## src/rtl/lock_asm.sv

```systemverilog
// Control ASM for the switch/button code-lock front panel.
// Optional feature: define AUTO_RELOCK_EN to relock OPEN after RELOCK_CYCLES idle cycles.
module lock_asm #(
  parameter logic [15:0] DEFAULT_CODE   = 16'h1234,
  parameter int unsigned MAX_TRIES      = 3,
  parameter int unsigned LOCKOUT_CYCLES = 100000000
`ifdef AUTO_RELOCK_EN
  ,
  parameter int unsigned RELOCK_CYCLES  = 500000000
`endif
) (
  input  logic        clk_in,
  input  logic        rst,
  input  logic        clr,
  input  logic        ent,
  input  logic        change,
  input  logic [3:0]  sw,
  output logic [5:0]  led,
  output logic [15:0] disp_val,
  output logic [3:0]  disp_en
);

  typedef enum logic [2:0] {
    StIdle, StEnter, StCheck, StOpen, StNewCode, StLockout
  } state_e;

  localparam logic [2:0]  MaxTries = 3'(MAX_TRIES);
  localparam logic [31:0] LockLoad = 32'(LOCKOUT_CYCLES - 1);
`ifdef AUTO_RELOCK_EN
  localparam logic [31:0] RelockLast = 32'(RELOCK_CYCLES - 1);
`endif

  state_e      state_q, state_d;
  logic [15:0] code_q, code_d;
  logic [15:0] buf_q, buf_d;
  logic [2:0]  cnt_q, cnt_d;
  logic [2:0]  fail_q, fail_d;
  logic [31:0] timer_q, timer_d;
  logic [5:0]  led_q, led_d;
  logic [3:0]  disp_en_q, disp_en_d;
`ifdef AUTO_RELOCK_EN
  logic [31:0] idle_q, idle_d;
`endif

  logic [15:0] buf_shift;
  logic [2:0]  fail_inc;

  assign buf_shift = {buf_q[11:0], sw};
  assign fail_inc  = fail_q + 3'd1;

  always_comb begin
    state_d = state_q;
    code_d  = code_q;
    buf_d   = buf_q;
    cnt_d   = cnt_q;
    fail_d  = fail_q;
    timer_d = timer_q;
`ifdef AUTO_RELOCK_EN
    idle_d  = idle_q;
`endif
    unique case (state_q)
      StIdle: begin
        if (!clr && !change && ent) begin
          buf_d   = buf_shift;
          cnt_d   = 3'd1;
          state_d = StEnter;
        end else begin
          buf_d = '0;
          cnt_d = 3'd0;
        end
      end
      StEnter: begin
        if (clr) begin
          buf_d   = '0;
          cnt_d   = 3'd0;
          state_d = StIdle;
        end else if (!change && ent) begin
          buf_d = buf_shift;
          cnt_d = cnt_q + 3'd1;
          if (cnt_q == 3'd3) state_d = StCheck;
        end
      end
      StCheck: begin
        buf_d = '0;
        cnt_d = 3'd0;
        if (buf_q == code_q) begin
          state_d = StOpen;
          fail_d  = 3'd0;
        end else begin
          fail_d = fail_inc;
          if (fail_inc == MaxTries) begin
            state_d = StLockout;
            timer_d = LockLoad;
          end else begin
            state_d = StIdle;
          end
        end
      end
      StOpen: begin
        if (clr) begin
          state_d = StIdle;
        end else if (change) begin
          buf_d   = '0;
          cnt_d   = 3'd0;
          state_d = StNewCode;
        end
`ifdef AUTO_RELOCK_EN
        else if (ent) begin
          idle_d = '0;
        end else if (idle_q == RelockLast) begin
          state_d = StIdle;
        end else begin
          idle_d = idle_q + 32'd1;
        end
`endif
      end
      StNewCode: begin
        if (clr) begin
          buf_d   = '0;
          cnt_d   = 3'd0;
          state_d = StOpen;
        end else if (!change && ent) begin
          if (cnt_q == 3'd3) begin
            code_d  = buf_shift;
            buf_d   = '0;
            cnt_d   = 3'd0;
            state_d = StOpen;
          end else begin
            buf_d = buf_shift;
            cnt_d = cnt_q + 3'd1;
          end
        end
      end
      StLockout: begin
        if (timer_q == 32'd0) begin
          state_d = StIdle;
          fail_d  = 3'd0;
        end else begin
          timer_d = timer_q - 32'd1;
        end
      end
      default: state_d = StIdle;
    endcase
`ifdef AUTO_RELOCK_EN
    if (state_d == StOpen && state_q != StOpen) idle_d = '0;
`endif

    // Outputs are computed from next state so the registered copies line up with state_q.
    led_d = {(state_d == StOpen) || (state_d == StNewCode), state_d == StLockout,
             state_d == StNewCode, fail_d};
    if (state_d == StIdle || state_d == StEnter || state_d == StNewCode) begin
      disp_en_d = {cnt_d > 3'd3, cnt_d > 3'd2, cnt_d > 3'd1, cnt_d > 3'd0};
    end else begin
      disp_en_d = 4'd0;
    end
  end

  always_ff @(posedge clk_in or posedge rst) begin
    if (rst) begin
      state_q   <= StIdle;
      code_q    <= DEFAULT_CODE;
      buf_q     <= '0;
      cnt_q     <= 3'd0;
      fail_q    <= 3'd0;
      timer_q   <= '0;
      led_q     <= '0;
      disp_en_q <= '0;
`ifdef AUTO_RELOCK_EN
      idle_q    <= '0;
`endif
    end else begin
      state_q   <= state_d;
      code_q    <= code_d;
      buf_q     <= buf_d;
      cnt_q     <= cnt_d;
      fail_q    <= fail_d;
      timer_q   <= timer_d;
      led_q     <= led_d;
      disp_en_q <= disp_en_d;
`ifdef AUTO_RELOCK_EN
      idle_q    <= idle_d;
`endif
    end
  end

  assign led      = led_q;
  assign disp_val = buf_q;
  assign disp_en  = disp_en_q;

endmodule

```

## config.mk

```make
export PLATFORM = sky130hd
export DESIGN_NAME = lock_asm
export DESIGN_NICKNAME = d
export VERILOG_FILES = /design/src/rtl/lock_asm.sv
export SDC_FILE = /design/constraint.sdc
export NUM_CORES = 1
export LEC_CHECK = 0
export BUFFER_PORTS_ARGS = -buffer_cell sky130_fd_sc_hd__buf_2
export CORE_MARGIN = 2
export CORE_UTILIZATION = 60
export DETAILED_ROUTE_END_ITERATION = 12
export GPL_TIMING_DRIVEN = 0
export PLACE_DENSITY = 0.79
export RECOVER_POWER = 50
export SETUP_SLACK_MARGIN = 0.5
export SLEW_MARGIN = 10
export SYNTH_ARGS = -nofsm -noshare
export SYNTH_HDL_FRONTEND = slang
export SYNTH_SLANG_ARGS = --single-unit
```

## constraint.sdc

```tcl
create_clock -name clk_in -period 3.9 [get_ports clk_in]
set_clock_uncertainty 0.15 [all_clocks]
set_input_delay 0.78 -clock clk_in [delete_from_list [all_inputs] [get_ports clk_in]]
set_output_delay 0.78 -clock clk_in [all_outputs]
set_load 0.05 [all_outputs]
```

# Word-level counts from Yosys, hierarchy flattened
# Index checks and enable logic that the tools add are counted.
# word_totals
ff_bits	83
latch_bits	0
ram_bits	0
mem_bits_ro	0
mem_count	0
# op_classes
n_addsub	3
n_mul	0
n_div	0
n_lt_le_gt_ge	4
n_eq_ne	19
shifts	0
mux	39
bitwise	1
reduce_logical	16
# ops
cell	n
16-bit two-way mux	8
32-bit two-way mux	3
16-bit one-hot mux with 5 select lines	1
32-bit one-hot mux with 2 select lines	1
3-bit two-way mux	21
32-bit zero test	1
32-bit by 1-bit subtractor with 32-bit output, second input constant	1
3-bit one-hot mux with 6 select lines	1
16-bit == test	1
3-bit by 2-bit == test with 1-bit output, second input constant	5
3-bit one-hot mux with 5 select lines	1
3-bit == test, second input constant	4
2-bit inequality test, second input constant	5
4-bit AND reduction	2
3-bit by 1-bit adder with 3-bit output, second input constant	2
3-bit by 1-bit == test with 1-bit output, second input constant	2
3-bit by 1-bit greater-than comparator with 1-bit output, second input constant	2
3-bit by 2-bit greater-than comparator with 1-bit output, second input constant	2
3-bit zero test	2
3-bit inequality test, second input constant	2
3-bit one-hot mux with 2 select lines	1
5-bit AND reduction	1
5-bit nonzero test	1
4-bit two-way mux	1
other kinds (6)	11

# Longest topological paths before layout
# logic_depth
ltp_word	9
mapped_depth	9
depth_no_buf	9

# Worst setup path before layout
# OpenSTA, ideal clock, no wires.
# synth_timing
kind	register to register
from	register timer_q[11]
to	register timer_q[1]
setup_time_ns	0.125
arrival_time_ns	2.427
required_time_ns	3.625
slack_ns	1.198
stages_incl_launch_ff	8
path_buffers	2
period_less_slack_ns	2.702
cell_sequence	dfrtp_1 or4_1 buf_6 or4_4 o31ai_4 buf_6 o21ai_4 mux2_4
# synth_via
elab_chain_len	3
# synth_lines
item	line_no	rtl
from (decl)	38	logic [31:0] timer_q, timer_d;
from (signal assigned)	177	timer_q <= timer_d;
32-bit zero test	135	if (timer_q == 32'd0) begin
2-bit inequality test (no line)	-	
4-bit AND reduction (no line)	-	
# No other way between the ends.
# A chain may end at the register's enable or synchronous reset.

# Worst setup path in the final report
# layout_timing
from	register timer_q[2]
to	register timer_q[1]
# Same word-level chain as after synthesis.

==> reports/metrics.cfg <==
[yosys]
synth_area_per_cell_sq_um = 10.65
synthFlopType = dfrtp_1
syn_inst = 387
synth_edf_count = 0
ys.warnings.count = 0
synth_top_family_by_area = simple AND/OR/NAND/NOR gates
synthArstFlopShare_pct = 100.0
ys_seq_area_share_pct = 48.71
syn_area_sq_um = 4123
syn_nets = 402
ys_types = 58
synthXorXnorAreaFrac_pct = 4.249
yosys_register_bits = 80
synth_mux_area_share_pct = 5.493
yosys.area_share.simple_pct = 21.27
synth_fa_ha_area_share_pct = 1.821
synth_compound_area_share_pct = 15.14

[layout]
fin_nets = 448
layout_common_cells = dfrtp_1, buf_2, clkbuf_1, nor2_1, a21oi_1
n_antenna_cell = 0
area_growth_pct = 11.32
fin_area_sq_um = 4589
final_common_cell = dfrtp_1
drive_gt1_share_pct = 18.95
finish.utilization_pct = 68.31

[setup_path]
worstSetupPathType = reg2reg
crit_family = simple AND/OR/NAND/NOR gates
worstPathRequired_ns = 4.00
cp_num_buf_inv = 1
ff2ff_setup_slack_ns = 0.73
cp_max_fo = 10
crit_arrival_ns = 3.27
reg2reg_from = timer_q[2]
critPathSlowestCell = nor4_2
reg2reg_to = timer_q[1]
cp-end-kind = register
crit_path_start_kind = register
critPathMaxStageDelay_ns = 0.72
reg2reg_depth = 6
crit_chain = nor4_2 -> nand4_1 -> o31ai_4 -> buf_6 -> o21ai_4 -> mux2_4

[cts]
post_cts_buffers = 0
htreeDepth = 3
root_buffer = clkbuf_8
ctsHoldBuffers = 0
cts_tree = built
clockBufferDepth = 2
ctsResizeCount = 0
clkLatencyLatePin_ns = 0.37
numCtsBuffers = 9
cts.clk_slew.worst_paths_ns = 0.09
cts_sinks = 80

[status]
outcome = finished, final reports clean

[global_route]
grt_pass1_wl_um = 15610
grt_usage_pct = 26.83
grt_max_degree = 60
grt_pass1_vias = 3198
grt-ovfl-total = 0
antenna_found_initial = 0

[floorplan]
die-area_sq_um = 7550
placementRows = 30
core_sq_um = 6719
boundaryPins = 35
start_util_pct = 61.36
die_width_um = 86.89
die_y_um = 86.89

[route]
vias = 3363
drt_wl_total_um = 9357
drc = 0
post_drt_wl_per_cell_um = 18.06
drt-pass1-iter-count = 5
dr.first_iter.drc_count = 255
via_per_inst = 6.492
final_antenna_net_count = 0

[timing]
worst_slew_pin_slew_ns = 1.420
setup_viol = 0
period_share_pct = 81.30
worst_hold_slack_ns = 0.3839
rsz0062_at_grt = no
max_freq_mhz = 315.4
slew_headroom_pct = 5.309
worst_slack_ns = 0.7293
final_max_slew_viol_count = 0
min_period_ns = 3.171
finalHoldViolCount = 0
tns_ns = 0

[power]
power_leakage_uw = 0.002183
power_density_nw_per_um2 = 346.4
peakVddDrop_mv = 0.2688

[placed_design]
post-place-ws_ns = 0.7060
place_hpwl_um = 6364
portBuffers = 34
place_area_sq_um = 4423
place_congestion = 0.9074

[hold_path]
hp-class = reg2reg
whs_path_depth = 1
holdPathEnd = code_q[0]
hold_start = code_q[0]

[run]
maxCapViolCount = 0

-- through the flow --
step	total power [uW]	std cells
floorplan	935.6	387
global placement	963.9	501
detailed placement	970.8	502
CTS	1601	518
global route	1653	518
finish	1590	518
-- layer usage --
layer	wire (um)	vias to the layer above	global-route usage, %
met3	424	16	5.403
met4	182	0	11.22
li1	-	1556	-
met1	4155	1678	37.34
met2	4595	113	41.15
met5	0	-	0
-- cell families (layout without fill, tap and decap cells) --
| logic type | after synthesis | in the layout |
|---|---|---|
| DFF | 80 | 80 |
| xor gates and xnor gates | 20 | 20 |
| AOI/OAI and AO/OA | 88 | 88 |
| and+or+nand+nor | 145 | 145 |
| buffers and inverters | 28 | 79 |
| muxes | 20 | 20 |
| adders and majority gates | 6 | 6 |
-- Yosys cell counts, drive strengths merged, types with 4 or more instances --
cell | number | share of area [%]
dfrtp | 75 | 46
nor2 | 22 | 2.0
a21oi | 20 | 2.4
or4 | 19 | 3.6
xnor2 | 19 | 4.0
mux2 | 18 | 5.0
o21ai | 18 | 2.5
a22o | 16 | 3.4
nand3 | 14 | 1.7
or3 | 14 | 2.1
nand2 | 13 | 1.2
clkbuf | 12 | 1.1
o31ai | 12 | 2.5
nor3 | 11 | 1.3
inv | 10 | 0.91
nand4 | 10 | 1.5
nor4 | 10 | 2.2
buf | 6 | 1.3
ha | 6 | 1.8
nand2b | 6 | 0.91
dfstp | 5 | 3.2
or2 | 5 | 0.76
and4 | 4 | 0.85
nand3b | 4 | 0.73
-- where the power goes --
group,switching [uW],internal [uW]
Combinational,77.5,27.0
Sequential,9.17,837
Clock,338,302
Total,424,1170
-- area by class of cell --
cell class              instances  area, sq um
inverters                      10        38.79
fillers                       515         2130
clock buffers                   9        123.9
clock inverters                 7        80.08
flip-flops and latches         80         2008
multi-input cells             279         1978
repair buffers                 35        161.4
well taps                      80        100.1
plain buffers                  18        98.84
-- worst max path at each step --
stage,slack (ns),to,cells past startpoint,from
floorplan,0.93,asynchronous set/reset pin,1,rst
global placement,0.009,disp_en[0],2,rst
detailed placement,0.71,disp_val[2],7,change
CTS,0.77,timer_q[6],7,code_q[2]
global route,0.54,timer_q[5],7,code_q[2]
finish,0.73,timer_q[1],6,timer_q[2]
-- state kept, by name, indices dropped and copies added, names as in the netlist, named ones only --
register	cells
disp_en	4
code_q	16
led	3
cnt_q	3
state_q	3
timer_q	32
disp_val	16
-- worst register-to-register path, delay by kind of cell (launching register included) --
kind | cells | cell delay [ns]
muxes | 1 | 0.35
buffers and inverters | 1 | 0.22
DFF | 1 | 0.45
AOI/OAI and AO/OA | 2 | 0.60
and+or+nand+nor | 2 | 1.29
(Power assumes the default switching activity.)
